===== src/rtl/nn_pkg.sv =====
`default_nettype none
// ============================================================================
//  Module   : nn_pkg
//  Purpose  : Shared fixed-point types, FSM state encoding and the output
//             shift / ReLU / clamp helper for the fully-connected layer engine.
//  Revision : 1.0  initial release
// ============================================================================
package nn_pkg;

    localparam int NN_DATA_WIDTH = 16;
    localparam int NN_ACC_WIDTH  = 40;
    localparam int FRAC_BITS     = 8;

    // Clamp limits of a DATA_WIDTH signed word
    localparam int WORD_MAX = (2 ** (NN_DATA_WIDTH - 1)) - 1;
    localparam int WORD_MIN = -(2 ** (NN_DATA_WIDTH - 1));

    typedef logic signed [NN_DATA_WIDTH-1:0]   word_t;
    typedef logic signed [2*NN_DATA_WIDTH-1:0] prod_t;
    typedef logic signed [NN_ACC_WIDTH-1:0]    acc_t;

    typedef enum logic [2:0] {
        S_IDLE  = 3'd0,
        S_BIAS  = 3'd1,
        S_MAC   = 3'd2,
        S_DRAIN = 3'd3,
        S_WRITE = 3'd4,
        S_DONE  = 3'd5
    } state_t;

    // Rescale the accumulator back to a word: floor shift, optional ReLU, clamp
    function automatic word_t sat_word(input acc_t acc, input logic relu);
        acc_t r;
        r = acc >>> FRAC_BITS;
        if (relu && (r < 0)) begin
            r = '0;
        end
        if (r > acc_t'(WORD_MAX)) begin
            sat_word = word_t'(WORD_MAX);
        end else if (r < acc_t'(WORD_MIN)) begin
            sat_word = word_t'(WORD_MIN);
        end else begin
            sat_word = r[NN_DATA_WIDTH-1:0];
        end
    endfunction

endpackage
`default_nettype wire


===== src/rtl/mac_pipe.sv =====
`default_nettype none
// ============================================================================
//  Module   : mac_pipe
//  Purpose  : Two-stage multiply/accumulate. Stage 1 registers the signed
//             product of the RAM read data, stage 2 adds it into the
//             accumulator. A bias load re-seeds the accumulator for a new
//             neuron; the sequencer guarantees it never meets a valid product.
//  Revision : 1.0  initial release
// ============================================================================
module mac_pipe #(
    parameter int DATA_WIDTH = 16,
    parameter int ACC_WIDTH  = 40,
    parameter int FRAC_BITS  = 8
) (
    input  logic                         clk,
    input  logic                         rst_n,
    input  logic                         i_valid,
    input  logic                         i_load_bias,
    input  logic signed [DATA_WIDTH-1:0] i_x,
    input  logic signed [DATA_WIDTH-1:0] i_w,
    input  logic signed [DATA_WIDTH-1:0] i_bias,
    output logic signed [ACC_WIDTH-1:0]  o_acc
);

    logic signed [2*DATA_WIDTH-1:0] r_prod;
    logic                           r_pvalid;
    logic signed [ACC_WIDTH-1:0]    r_acc;
    logic signed [ACC_WIDTH-1:0]    w_bias_ext;
    logic signed [ACC_WIDTH-1:0]    w_prod_ext;

    assign w_bias_ext = {{(ACC_WIDTH-DATA_WIDTH){i_bias[DATA_WIDTH-1]}}, i_bias};
    assign w_prod_ext = {{(ACC_WIDTH-2*DATA_WIDTH){r_prod[2*DATA_WIDTH-1]}}, r_prod};

    // Stage 1: register the product of the incoming read data and its valid
    always_ff @(posedge clk or negedge rst_n) begin
        if (!rst_n) begin
            r_prod   <= '0;
            r_pvalid <= 1'b0;
        end else begin
            r_prod   <= i_x * i_w;
            r_pvalid <= i_valid;
        end
    end

    // Stage 2: bias seeds the accumulator in Q.FRAC alignment, products add in
    always_ff @(posedge clk or negedge rst_n) begin
        if (!rst_n) begin
            r_acc <= '0;
        end else if (i_load_bias) begin
            r_acc <= w_bias_ext <<< FRAC_BITS;
        end else if (r_pvalid) begin
            r_acc <= r_acc + w_prod_ext;
        end
    end

    assign o_acc = r_acc;

endmodule
`default_nettype wire


===== src/rtl/layer_mac_seq.sv =====
`default_nettype none
// ============================================================================
//  Module   : layer_mac_seq
//  Purpose  : Evaluates one fully-connected layer. Walks the activation,
//             weight and bias RAMs (1-cycle registered reads), accumulates
//             each neuron's dot product plus bias, and writes the rescaled,
//             optionally rectified and saturated result to the next layer's
//             activation RAM.
//  Revision : 1.0  initial release
// ============================================================================
module layer_mac_seq
    import nn_pkg::*;
#(
    parameter int N_INPUTS   = 784,
    parameter int N_NEURONS  = 10,
    parameter int DATA_WIDTH = 16,
    parameter int FRAC_BITS  = 8,
    parameter int ACC_WIDTH  = 40,
    parameter int X_AW       = 10,
    parameter int W_AW       = 13,
    parameter int N_AW       = 4,
    parameter int RELU       = 1
) (
    input  logic                  clk,
    input  logic                  rst_n,
    input  logic                  start,
    output logic                  busy,
    output logic                  done,
    output logic [X_AW-1:0]       x_addr,
    input  logic [DATA_WIDTH-1:0] x_q,
    output logic [W_AW-1:0]       w_addr,
    input  logic [DATA_WIDTH-1:0] w_q,
    output logic [N_AW-1:0]       b_addr,
    input  logic [DATA_WIDTH-1:0] b_q,
    output logic                  y_we,
    output logic [N_AW-1:0]       y_addr,
    output logic [DATA_WIDTH-1:0] y_d
);

    localparam logic [X_AW-1:0] c_LAST_I = X_AW'(N_INPUTS - 1);
    localparam logic [N_AW-1:0] c_LAST_J = N_AW'(N_NEURONS - 1);

    state_t                       r_state;
    state_t                       w_state_nxt;
    logic   [X_AW-1:0]            r_i;          // input index, doubles as x_addr
    logic   [N_AW-1:0]            r_j;          // neuron index, doubles as b_addr/y_addr
    logic   [W_AW-1:0]            r_w_addr;     // running weight counter
    logic                         r_drain;      // second DRAIN cycle marker
    logic                         r_rd_valid;   // RAM read data valid this cycle
    logic   [DATA_WIDTH-1:0]      r_y_hold;     // last written result word
    logic                         w_load_bias;
    logic signed [ACC_WIDTH-1:0]  w_acc;
    logic   [DATA_WIDTH-1:0]      w_y_sat;

    // The bias read issued in BIAS returns in the first MAC cycle (i == 0)
    assign w_load_bias = (r_state == S_MAC) && (r_i == '0);
    assign w_y_sat     = DATA_WIDTH'(sat_word(acc_t'(w_acc), RELU != 0));

    mac_pipe #(
        .DATA_WIDTH (DATA_WIDTH),
        .ACC_WIDTH  (ACC_WIDTH),
        .FRAC_BITS  (FRAC_BITS)
    ) u_mac_pipe (
        .clk         (clk),
        .rst_n       (rst_n),
        .i_valid     (r_rd_valid),
        .i_load_bias (w_load_bias),
        .i_x         (x_q),
        .i_w         (w_q),
        .i_bias      (b_q),
        .o_acc       (w_acc)
    );

    // State register
    always_ff @(posedge clk or negedge rst_n) begin
        if (!rst_n) begin
            r_state <= S_IDLE;
        end else begin
            r_state <= w_state_nxt;
        end
    end

    // Next-state decode and Moore outputs
    always_comb begin
        w_state_nxt = r_state;
        busy        = 1'b0;
        done        = 1'b0;
        y_we        = 1'b0;
        y_d         = r_y_hold;
        case (r_state)
            S_IDLE: begin
                if (start) begin
                    w_state_nxt = S_BIAS;
                end
            end
            S_BIAS: begin
                busy        = 1'b1;
                w_state_nxt = S_MAC;
            end
            S_MAC: begin
                busy = 1'b1;
                if (r_i == c_LAST_I) begin
                    w_state_nxt = S_DRAIN;
                end
            end
            S_DRAIN: begin
                busy = 1'b1;
                if (r_drain) begin
                    w_state_nxt = S_WRITE;
                end
            end
            S_WRITE: begin
                busy = 1'b1;
                y_we = 1'b1;
                y_d  = w_y_sat;
                if (r_j == c_LAST_J) begin
                    w_state_nxt = S_DONE;
                end else begin
                    w_state_nxt = S_BIAS;
                end
            end
            S_DONE: begin
                done        = 1'b1;
                w_state_nxt = S_IDLE;
            end
            default: begin
                w_state_nxt = S_IDLE;
            end
        endcase
    end

    // Address counters, drain marker, read-valid tracking and result hold.
    // The weight counter only ever steps by one: it holds on the last MAC
    // cycle so w_addr stays put, and takes the deferred step in the next
    // neuron's BIAS cycle.
    always_ff @(posedge clk or negedge rst_n) begin
        if (!rst_n) begin
            r_i        <= '0;
            r_j        <= '0;
            r_w_addr   <= '0;
            r_drain    <= 1'b0;
            r_rd_valid <= 1'b0;
            r_y_hold   <= '0;
        end else begin
            r_rd_valid <= (r_state == S_MAC);
            case (r_state)
                S_IDLE: begin
                    if (start) begin
                        r_j      <= '0;
                        r_w_addr <= '0;
                    end
                end
                S_BIAS: begin
                    r_i <= '0;
                    if (r_j != '0) begin
                        r_w_addr <= r_w_addr + W_AW'(1);
                    end
                end
                S_MAC: begin
                    r_drain <= 1'b0;
                    if (r_i != c_LAST_I) begin
                        r_i      <= r_i + X_AW'(1);
                        r_w_addr <= r_w_addr + W_AW'(1);
                    end
                end
                S_DRAIN: begin
                    r_drain <= ~r_drain;
                end
                S_WRITE: begin
                    r_y_hold <= w_y_sat;
                    if (r_j != c_LAST_J) begin
                        r_j <= r_j + N_AW'(1);
                    end
                end
                default: begin
                end
            endcase
        end
    end

    assign x_addr = r_i;
    assign w_addr = r_w_addr;
    assign b_addr = r_j;
    assign y_addr = r_j;

endmodule
`default_nettype wire


===== config.mk =====
export PLATFORM = sky130hd
export DESIGN_NAME = layer_mac_seq
export DESIGN_NICKNAME = d
export VERILOG_FILES = /design/src/rtl/nn_pkg.sv /design/src/rtl/mac_pipe.sv /design/src/rtl/layer_mac_seq.sv
export SDC_FILE = /design/constraint.sdc
export NUM_CORES = 1
export LEC_CHECK = 0
export ABC_CLOCK_PERIOD_IN_PS = 3960
export BUFFER_PORTS_ARGS = -buffer_cell sky130_fd_sc_hd__buf_2
export CAP_MARGIN = 20
export CORE_AREA = 2 2 214 216
export DETAILED_ROUTE_END_ITERATION = 8
export DIE_AREA = 0 0 216 218
export GPL_TIMING_DRIVEN = 0
export PLACE_DENSITY_LB_ADDON = 0.2
export SETUP_SLACK_MARGIN = 0.15
export SLEW_MARGIN = 30
export SYNTH_ARGS = -nofsm -noshare
export SYNTH_HDL_FRONTEND = slang
export SYNTH_SLANG_ARGS = --single-unit

===== constraint.sdc =====
create_clock -name clk -period 3.96 [get_ports clk]
set_input_delay 0.396 -clock clk [delete_from_list [all_inputs] [get_ports clk]]
set_output_delay 0.396 -clock clk [all_outputs]
set_load 0.01 [all_outputs]

# Word level (Yosys, flattened, before mapping)
# Cells that the tools add are included.
# totals
in_bits	51
ff_bits	121
# op_classes
mux	24
reduce_logical	14
n_mul	1
order_cmp	3
eq_ne	15
addsub	4
bitwise	1
# ops
cell	count
40-bit two-way mux	3
16-bit two-way mux	3
40-bit by 32-bit adder with 40-bit output	1
40-bit by 16-bit > comparator with 1-bit output (second input constant)	1
40-bit by 16-bit less-than comparator with 1-bit output (second input constant)	1
13-bit two-way mux	3
13-bit one-hot mux with 3 select lines	1
32-bit by 1-bit less-than comparator with 1-bit output (second input constant)	1
16-bit by 16-bit multiplier with 32-bit output	1
10-bit one-hot mux with 2 select lines	1
3-bit one-hot mux with 5 select lines	1
13-bit by 1-bit adder with 13-bit output (second input constant)	1
3-bit two-way mux	4
10-bit by 1-bit adder with 10-bit output (second input constant)	1
10-bit equality test (second input constant)	1
10-bit logical NOT	1
10-bit two-way mux	1
10-bit inequality test (second input constant)	1
4-bit two-way mux	2
2-bit inequality test (second input constant)	4
4-bit one-hot mux with 2 select lines	1
2-bit nonzero test	4
3-bit by 2-bit equality test with 1-bit output (second input constant)	2
3-bit equality test (second input constant)	2
other kinds (16)	20

# Depth between registers and ports, before layout
# Gate-level depths: netlist of the first run.
# logic_depth
ltp_word	6
mapped_depth	24

# By module
# From an unflattened synthesis of the first run, not the netlist that was laid out.
# hier_totals
cells_unflattened	1875
hier_area_um2	17372.9
# modules_own_cells
module	area_each_um2	instances	seq_area_each_um2	cells_each
mac_pipe	14760.4	1	1826.8	1595
layer_mac_seq	2612.5	1	1201.2	280

# Least setup slack after synthesis of the first run
# Ideal clock, no wire load.
# synth_path
path_type	input to register
from	in w_q[15]
to	reg u_mac_pipe.r_prod[30]
slack_ns	-2.054
path_buffers	1
t_arrival_ns	5.934
required_ns	3.880
cell_stages	21
setup_time_ns	0.080
cell_sequence	inv_1 > buf_1 > nor2_1 > fa_1 > fa_1 > fa_1 > fa_1 > fa_1 > inv_1 > fa_1 > inv_1 > ha_1 > a21o_1 > a21o_1 > a21oi_1 > o22ai_1 > a21oi_1 > nor4b_1 > o31ai_1 > o21ai_0 > xnor2_1
# synth_via
elab_chain_len	1
# synth_lines
item	line_no	text
start: declaration	layer_mac_seq.sv:32	input logic [DATA_WIDTH-1:0] w_q,
16-bit by 16-bit multiplier with 32-bit output	mac_pipe.sv:40	r_prod <= i_x * i_w;
end signal: assignment	mac_pipe.sv:40	
end: declaration	mac_pipe.sv:25	logic signed [2*DATA_WIDTH-1:0] r_prod;
# No other way between the ends.
# A chain may end at the register's enable or synchronous reset.

# Worst setup path in the final report of the first run
# layout_path
from	in w_q[3]
to	reg u_mac_pipe.r_prod[31]
# The elaborated chain is that of the path after synthesis.

==> results.md, run 1 <==
STA:
- After routing, the total negative slack on setup checks comes to -24690 ps.
- The least setup slack across all paths after layout is -1631 ps.
- Derived from the worst setup path, the maximum achievable clock frequency is 178.9 MHz.
- For the pin with the worst max-slew slack, the measured transition is roughly 870 ps.
- After layout, the minimum clock period comes to 5591 ps.
- The tightest slew margin relative to the limit is about two fifths.
- Setup violations remaining at the end of the flow were counted as 23.
- The max-slew violation count is 0.
- The fraction of the cycle the final worst path needs is 141.2%.
- Setup repair after global routing could not meet its margin everywhere.
- The post-route clock skew is 10.36 ps.
- The hold violation count in the final report is 0.

Die:
- The die is 216 um wide.
- After floorplanning, the core was sized to cover between 0.04 and 0.05 sq mm.
- The effective utilization at floorplan is 37.49%.
- The floorplan die area is between 0.04 and 0.05 sq mm.
- The standard-cell row count is 78.
- The number of placed I/O pins is approximately 100.
- The die height is ~220 um.

Setup path:
- The kind of launch point of the worst setup path is an input port.
- The endpoint class of the critical path is a flop.
- The critical path arrival is 5880 ps.
- The critical path crosses 23 cells after its start point.
- The largest incremental delay on the critical path is between 500 and 600 ps.
- Traced cell by cell, the critical path runs through buf_12 > clkbuf_16 > and2_4 > fa_1 > inv_1 > fa_1 > inv_2 > fa_1 > inv_2 > fa_1 > fa_1 > fa_1 > inv_2 > ha_4 > a211oi_2 > o21ai_1 > a31oi_1 > a21boi_4 > o211ai_1 > a211o_1 > a31o_4 > a31oi_4 > xnor2_2.
- Counting both buffers and inverters, the worst setup path holds a total of 6.
- The worst setup path startpoint is w_q[3].
- The cell family with the largest share of critical-path delay is adder cells.
- Counting stages on the worst path, the most repeated cell is fa_1.
- The worst register-to-register path begins at u_mac_pipe.o_acc[9].
- The largest individual stage delay along the critical path comes from the cell fa_1.
- The required time at the worst-slack endpoint is 4250 ps.
- The critical path start-end classification is in2reg.
- The length in cells of the worst reg-to-reg path is 10.
- The worst register-to-register path has a setup slack of 690 ps.
- The maximum fanout along the worst path is 6.
- The endpoint of the worst-slack reg-to-reg timing path is u_mac_pipe.o_acc[34].
- The most critical setup path has its endpoint at u_mac_pipe.r_prod[31].

Placement:
- Summed over all nets, the half-perimeter wirelength after detailed placement is roughly 36000 um.
- At the placement stage, the worst setup path has a slack of -2636 ps.
- The cell count after placement is around 2500.
- Input and output buffers added on the ports amount to 100.
- The weighted congestion reported at the end of routability-driven placement is about 0.9.

Clocking:
- CTS saw roughly 120 sinks.
- After clock tree synthesis, the clock-pin slew on the worst setup and hold paths is roughly 60 ps.
- The CTS tree is yes.
- The buffer cell driving the clock tree root is clkbuf_16.
- The deepest clock path buffer count is 2.
- In this run, CTS created clock tree buffers numbering 17.
- The H-tree generated during clock tree synthesis spans 4 levels.
- At the later pin of the worst-skew pair, clock insertion delay measures between 400 and 500 ps.

Synthesis:
- The register bit total from synthesis is approximately 120.
- The synthesized netlist devotes roughly 10% of its cell area to compound gates.
- By area, the combinational part of the netlist is dominated by adder cells.
- After synthesis, the mean cell area works out to between 9 and 10 sq um.
- The fraction of the yosys area taken by sequential cells is ~18%.
- The Yosys step of the flow raised 0 warnings.
- The multiplexer area fraction after synthesis is approximately 1.7%.
- The count of flip-flops with a built-in enable after synthesis is 0.
- Of the total synthesized cell area, the portion taken by AND, OR, NAND and NOR gates is 15.85%.
- Counting every net in the synthesized netlist gives ~2300.
- The top flip-flop cell by instance count after synthesis is dfrtp_1.
- The parity-gate share of the synthesized area counting xor and xnor cells is between 4 and 5%.
- The instance count of the mapped netlist is roughly 1800.
- The cell area that synthesis handed to floorplanning was 0.01683 sq mm.
- The number of distinct library cell variants in the gate-level netlist after synthesis is 69.
- The area share of fa/ha/maj cells after synthesis is 40.73%.
- The share of async-settable or async-resettable flops after synthesis is 100.0%.

Routing:
- Dividing the detail-routed via count by the number of cells gives about 4.9.
- After detailed routing, the average wire length per cell comes to around 17 um.
- For this block, the via count after detailed routing is around 13000.
- The first-pass detailed-route iteration total is 8.
- In this run the remaining antenna-violating nets after routing total 0.
- After detailed routing, the number of remaining DRC violations is 0.
- The number of DRC violations after detailed-routing iteration 0 is between 600 and 700.
- Wires add up to around 44000 um.

Layout:
- The area growth from synthesis to layout is 21.08%.
- The net total in the final layout is about 2400.
- Cells with a size suffix above 1 make up between 15 and 20% of the layout.
- The repair_antennas step left the layout with diodes totalling 0.
- The post-route core utilization is between 40 and 50%.
- The count of cells in the finished layout, fillers not included, comes to approximately 2600.

Global routing:
- The global route total overflow is 0.
- The via count of the first global-routing pass is roughly 13000.
- For met1 alone, demand over resource in global routing was between 20% and 30%.
- In the global route stage, overall resource usage came out at roughly a fifth.
- The first global-routing pass estimated ~72000 um of wire.
- The most used routing layer is met2.
- The largest net degree at the start of global routing is 68.
- In the global route stage, met2 resource usage came out at approximately a third.
- The number of antenna violations at the first check in global routing is 0.
- Global routing used about 2.3% of the available met3 tracks.

Worst hold path:
- The class of the most critical hold timing path is in2reg.
- The origin of the worst min-delay path is b_q[14].

Job:
- The reported max-cap violation count is 0.

Outcome:
- The checks that failed: negative setup slack.
- The run finished, with violations left.
-- logic make-up after synthesis --
| kind of cell | Yosys count |
|---|---|
| multiplexers | 28 |
| AO/OA/AOI/OAI | 260 |
| XOR/XNOR | 89 |
| buffers and inverters | 392 |
| adder cells (fa/ha/maj) | 390 |
| flip-flops | 121 |
| AND/OR/NAND/NOR | 539 |
-- worst min-delay path by stage --
stage          cells past startpoint  slack (ps)                   end
4_1_cts                            3         160  u_mac_pipe.o_acc[12]
3_5_place_dp                       0         340   u_mac_pipe.r_pvalid
5_1_grt                            3         180  u_mac_pipe.o_acc[21]
2_1_floorplan                      0         100             b_addr[0]
6_report                           3         180  u_mac_pipe.o_acc[22]
3_3_place_gp                       0         340   u_mac_pipe.r_pvalid
-- layout by cell type, fill, tap and decap left out, drive strengths merged, types with 8 or more instances in the layout --
cell type / n
xor2: 38
mux2i: 27
o31ai: 18
nand3: 17
dfrtp: 121
nand2: 198
fa: 263
and3: 13
inv: 326
nor2b: 8
xnor2: 51
o21ai: 56
nor4: 8
a21oi: 79
a211oi: 16
nor3: 14
o21bai: 9
buf: 168
nand2b: 11
a21o: 34
and2: 132
clkbuf: 73
nand4: 19
ha: 127
nor2: 90
-- flip-flops by register name (all words and copies together), names as in the netlist --
| name | count |
|---|---|
| u_mac_pipe.o_acc | 40 |
| u_mac_pipe.r_prod | 32 |
| r_y_hold | 16 |
| w_addr | 13 |
| x_addr | 10 |
| b_addr | 4 |
| r_state | 3 |
| r_drain | 1 |
| r_rd_valid | 1 |
| u_mac_pipe.r_pvalid | 1 |
-- per-layer routing --
| layer | part of all wire [%] | wire length [um] | up-vias |
|---|---|---|---|
| met2 | 47 | 20900 | 295 |
| met4 | 1.3 | 595 | 0 |
| li1 | - | - | 6114 |
| met5 | 0 | 0 | - |
| met3 | 4.1 | 1806 | 38 |
| met1 | 47 | 21060 | 6307 |
-- worst min-delay path, stage by stage --
cell     delay [ps]
buf_2            80
nand2_1          30
o21ai_0          50
-- final cells by class --
class / instances / area, sq um
buffer: 67 / 802.0
clock buffer: 21 / 460.4
clock inverter: 10 / 120.1
fill: 4365 / 24520
inverter: 325 / 1225
multi-input combinational: 1306 / 12830
sequential: 121 / 3028
tap: 600 / 750.7
timing repair buffer: 155 / 1165
-- per-stage QoR --
| step | area, sq um | hold WS, ps |
|---|---|---|
| global route | 20380 | 182.2 |
| floorplan | 17190 | 100.4 |
| global placement | 18440 | 338.8 |
| detailed placement | 18480 | 338.0 |
| CTS | 20030 | 162.8 |
| finish | 20380 | 178.0 |
-- cell usage after synthesis, types with 3 or more instances --
cell / instances / area (sq um)
a21o_1: 29 / 217.7
clkbuf_8: 4 / 55.05
o21ai_0: 56 / 280.3
clkbuf_1: 53 / 198.9
inv_1: 325 / 1220
nor3_1: 14 / 70.07
nand3b_1: 3 / 22.52
fa_1: 263 / 5265
dfrtp_1: 121 / 3028
o211ai_1: 7 / 52.55
a211o_1: 6 / 52.55
and4_1: 4 / 35.03
xnor2_1: 51 / 446.7
and3_1: 11 / 68.82
nor2_1: 90 / 337.8
nor4_1: 7 / 43.79
a21boi_0: 4 / 30.03
ha_1: 127 / 1589
buf_1: 3 / 11.26
a21o_2: 5 / 43.79
o21bai_1: 9 / 67.56
or3_1: 7 / 43.79
o21a_1: 5 / 37.54
nand2_1: 198 / 743.2
and4b_1: 3 / 30.03
o31ai_1: 17 / 127.6
buf_4: 4 / 30.03
nand4_1: 19 / 118.9
nand2b_1: 11 / 68.82
or2_2: 4 / 25.02
a31oi_1: 4 / 25.02
nor2b_1: 8 / 50.05
xor2_1: 38 / 332.8
nand3_1: 17 / 85.08
nor3b_1: 4 / 30.03
and2_1: 130 / 813.3
a21oi_1: 78 / 390.4
a211oi_1: 15 / 112.6
mux2i_1: 27 / 270.3
-- what timing repair did --
action / 4_1_cts / 5_1_grt
pin swaps: 53 / 51
resized for setup: 153 / 64
setup endpoints to repair: 24 / 24
hold endpoints to repair: 66 / 0
cloned: 0 / 0
buffers inserted: 38 / 15
hold buffers: 1 / 0
Power of run 1 is left out: the tool's default activity adds up to more than one toggle a clock period on the data nets, which glitch-free logic cannot reach.
==> run 2: changes to the inputs <==
--- a/config.mk
+++ b/config.mk
@@ -5,12 +5,13 @@
 export SDC_FILE = /design/constraint.sdc
 export NUM_CORES = 1
 export LEC_CHECK = 0
+export ABC_AREA = 1
 export ABC_CLOCK_PERIOD_IN_PS = 3960
 export BUFFER_PORTS_ARGS = -buffer_cell sky130_fd_sc_hd__buf_2
 export CAP_MARGIN = 20
-export CORE_AREA = 2 2 214 216
+export CORE_AREA = 2 2 180 182
 export DETAILED_ROUTE_END_ITERATION = 8
-export DIE_AREA = 0 0 216 218
+export DIE_AREA = 0 0 182 184
 export GPL_TIMING_DRIVEN = 0
 export PLACE_DENSITY_LB_ADDON = 0.2
 export SETUP_SLACK_MARGIN = 0.15
==> results.md, run 2 <==
STA:
- The final setup violation count is 24 (+4.3%).
- The max-slew violation count is 0 (unchanged).
- The least setup slack across all paths after layout is -1142 ps (+489.4 ps).
- The final critical path time including I/O delays and setup is 5102 ps (-489.4 ps).
- The worst hold slack after final layout is 196.1 ps (+18.12 ps).
- The fraction of the cycle the final worst path needs was 128.8% (-12 points).
- The tightest slew margin relative to the limit is 57.43% (+16 points).
- The post-route clock skew is 11.15 ps (+0.7898 ps).
- The slew at the pin closest to its max-slew limit is 638.5 ps (-234.0 ps).
- The hold violation count in the final report is 0 (unchanged).
- Setup repair after global routing could not meet its margin everywhere.
- The summed negative setup slack over all endpoints is -21780 ps (+2915 ps).
- The upper clock frequency limit is 196.0 MHz (+9.6%).

Clocking:
- The count of clock tree sinks was 121 (unchanged).
- The clock slew seen by the registers of the worst setup and hold paths came to 60 ps (about the same).
- The total CTS buffers came to 17 (unchanged).
- The H-tree depth reported by CTS is 4 (unchanged).
- TritonCTS built the clock tree.
- The buffer cell driving the clock tree root is clkbuf_16.
- The later-pin clock latency in the skew report came to 430 ps (about the same).
- The deepest clock path buffer count is 2 (unchanged).

Synthesis:
- The area of the mapped netlist was 0.01874 sq mm (+11%).
- The instance count of the mapped netlist is 2595 (+43%).
- The post-synth net total is 3036 (+34%).
- The share of async-settable or async-resettable flops after synthesis is 100.0% (unchanged).
- The largest area contributor in the synthesized netlist is fa_1.
- The count of warnings emitted by yosys is 0 (unchanged).
- The share of the synthesized area in the top cell type is 28.09% (-3.2 points).
- Yosys instantiated no cell more often than nand2_1.
- Ranked by total cell area, the synthesized netlist is headed by fa_1 28%, dfrtp_1 16%, nand2_1 14%, inv_1 13%, ha_1 8.5%.
- The count of flip-flops with a built-in enable after synthesis came to 0 (unchanged).
- The mean cell area of the mapped netlist is 7.223 sq um (-22%).
- Sorting the synthesized cells by how often they occur yields 721 x nand2_1, 650 x inv_1, 263 x fa_1.
- The fraction of the yosys area taken by sequential cells is 16.15% (-1.8 points).
- The register bit total from synthesis is 121 (unchanged).
- The most used flip-flop cell after synthesis is dfrtp_1.
- The number of distinct library cell variants in the gate-level netlist after synthesis is 44 (-36%).

Global routing:
- The global route total overflow is 0 (unchanged).
- The number of antenna violations at the first check in global routing came to 0 (unchanged).
- The total global routing track utilization came to 35.19% (+16 points).
- The via count of the first global-routing pass was 17750 (+32%).
- The global-route wire length before repair is 90640 um (+26%).
- The largest net degree at the start of global routing came to 68 (unchanged).

Layout:
- The most common cell after layout, fill and taps aside is nand2_1.
- The number of flip-flops under the largest register name is 40 (unchanged).
- The net total in the final layout came to 3198 (+31%).
- The count of filler cells inserted in the layout is 2363 (-46%).
- In the layout the commonest cells are 668 x nand2_1, 599 x inv_1, 247 x fa_1.
- The number of antenna diodes is 0 (unchanged).
- The post-layout instance count excluding filler cells is 3172 (+22%).
- The proportion of layout cells with a drive suffix above 1 came to 19.03% (+1.2 points).
- Relative to the synthesized area, the layout overhead comes to 22.16%.

Setup path:
- The required time at the worst-slack endpoint is 4280 ps (+30 ps).
- The critical path arrival came to 5420 ps (-460 ps).
- The endpoint class of the critical path is a flop.
- The endpoint identified for the worst register-to-register timing path is u_mac_pipe.o_acc[28].
- The length in cells of the worst reg-to-reg path is 12 (+2).
- By startpoint and endpoint, the worst setup path is classified as in2reg.
- The worst register-to-register path begins at u_mac_pipe.o_acc[0].
- The maximum fanout along the worst path is 7 (+1).
- The slack of the worst reg-to-reg path is 1350 ps (+660 ps).
- The kind of launch point of the worst setup path is an input port.

Placement:
- The port buffer count came to 73 (-27%).
- The placed wire-length estimate was 45730 um (+27%).
- The weighted congestion reported at the end of routability-driven placement was 0.9901 (+12%).
- The cell count after placement was 3071 (+22%).

Die:
- The overall die width came to 182 um (-16%).
- The number of placed I/O pins is 101 (unchanged).
- The effective utilization at floorplan is 59.71% (+22 points).
- The floorplan die area was 0.03349 sq mm (-29%).
- The standard-cell row count is 65 (-17%).
- The die height came to 184 um (-16%).
- The standard cell core area is 0.03139 sq mm (-30%).

Job:
- The reported max-cap violation count is 0 (unchanged).

Outcome:
- The final reports fail on negative setup slack.
- The flow ran to the end, but the final reports show violations.

Routing:
- The number of DRC violations after detailed-routing iteration 0 came to 1221 (+86%).
- The final antenna-violating net count is 0 (unchanged).
- The sum of routed wire length over all layers came to 57980 um (+31%).
- The first-pass detailed-route iteration total is 5 (-3).
- The post-detailed-route DRC marker count is 0 (unchanged).
- The average via count per standard cell is 5.422 (+11%).
- The detailed-route wire length per cell is 18.28 um (+7.3%).
- The via total after detailed routing was 17200 (+35%).

Worst hold path:
- In this run the most critical hold path is launched from b_q[8].
- In this run the worst hold path is classified as in2reg.
- The number of cells traversed by the worst hold path is 3 (unchanged).
- The hold path endpoint is u_mac_pipe.o_acc[16].
-- run 2: changes by cell type in the layout (fill, tap and decap cells not counted), sizes merged, moves of 15 or more --
cell / before / now
nand2: 198 / 727
a21o: 34 / 5
o21ai: 56 / 76
nor2: 90 / 161
and2: 132 / 1
mux2i: 27 / 0
inv: 326 / 658
a211oi: 16 / 0
xnor2: 51 / 15
o31ai: 18 / 3
nand3: 17 / 141
-- run 2: layout make-up --
cell class / count / area (sq um) / area share, %
Tap cell: 402 / 503.0 / 2.197
Clock inverter: 14 / 100.1 / 0.4372
Sequential cell: 121 / 3028 / 13.22
Timing Repair Buffer: 143 / 1072 / 4.683
Buffer: 78 / 989.7 / 4.322
Clock buffer: 18 / 429.2 / 1.874
Inverter: 657 / 2500 / 10.92
Multi-Input combinational cell: 1739 / 14270 / 62.34
-- run 2: metal layers --
metal	routed length [um]	up-vias	global-route usage, %
met3	3152	201	3.546
met5	0	-	0
met2	28850	710	63.42
li1	-	8040	-
met1	22340	8247	41.18
met4	3633	0	19.90
-- run 2: how the worst max path moves through the flow --
stage / startpoint / to / slack, ps / cells past startpoint
after floorplan: w_q[3] / u_mac_pipe.r_prod[28] / -1120 / 20
after global placement: x_q[12] / u_mac_pipe.r_prod[26] / -2050 / 20
after detailed placement: x_q[12] / u_mac_pipe.r_prod[26] / -2110 / 20
after CTS: w_q[15] / u_mac_pipe.r_prod[28] / -1040 / 24
after global routing: w_q[4] / u_mac_pipe.r_prod[29] / -1280 / 24
final: w_q[3] / u_mac_pipe.r_prod[29] / -1140 / 23
-- run 2: cells by family (layout without fill, tap and decap cells) --
group | count (synthesis) | after routing | synth area share [%]
AND/OR/NAND/NOR | 1106 | 1106 | 24.29
buffers and inverters | 735 | 910 | 14.95
adder cells (fa/ha/maj) | 390 | 390 | 36.57
AO/OA/AOI/OAI | 200 | 200 | 6.028
flip-flops | 121 | 121 | 16.15
XOR/XNOR | 43 | 43 | 2.009
-- run 2: per-stage QoR --
step / utilization (%) / area, sq um / setup WS, ps
floorplan: - / 19700 / -1123
global placement: 65.53 / 20570 / -2047
detailed placement: 65.65 / 20610 / -2105
CTS: 71.57 / 22470 / -1043
global route: 72.94 / 22900 / -1276
finish: 72.94 / 22900 / -1142
-- run 2: worst max-delay path, cell delays in order --
cell and delay (ps):
clkbuf_16 140, clkbuf_16 160, buf_6 120, nand2_2 80, fa_1 460, fa_2 590, inv_2 40, fa_1 590
fa_2 470, fa_1 490, inv_1 50, fa_1 510, inv_2 60, ha_4 280, nand2_4 110, inv_4 50
a21oi_4 140, nand2_2 110, o211ai_1 220, buf_4 170, nand3_1 70, nand2_1 70, nand2_1 50
-- run 2: what timing repair did --
item                       CTS  global route
pin swaps                   91            53
hold endpoints to repair    54             0
hold buffers                 1             0
setup endpoints to repair   24            26
cloned                       1             0
resized for setup          211            78
setup buffers               54            13
Power of run 2 is left out for the same reason.
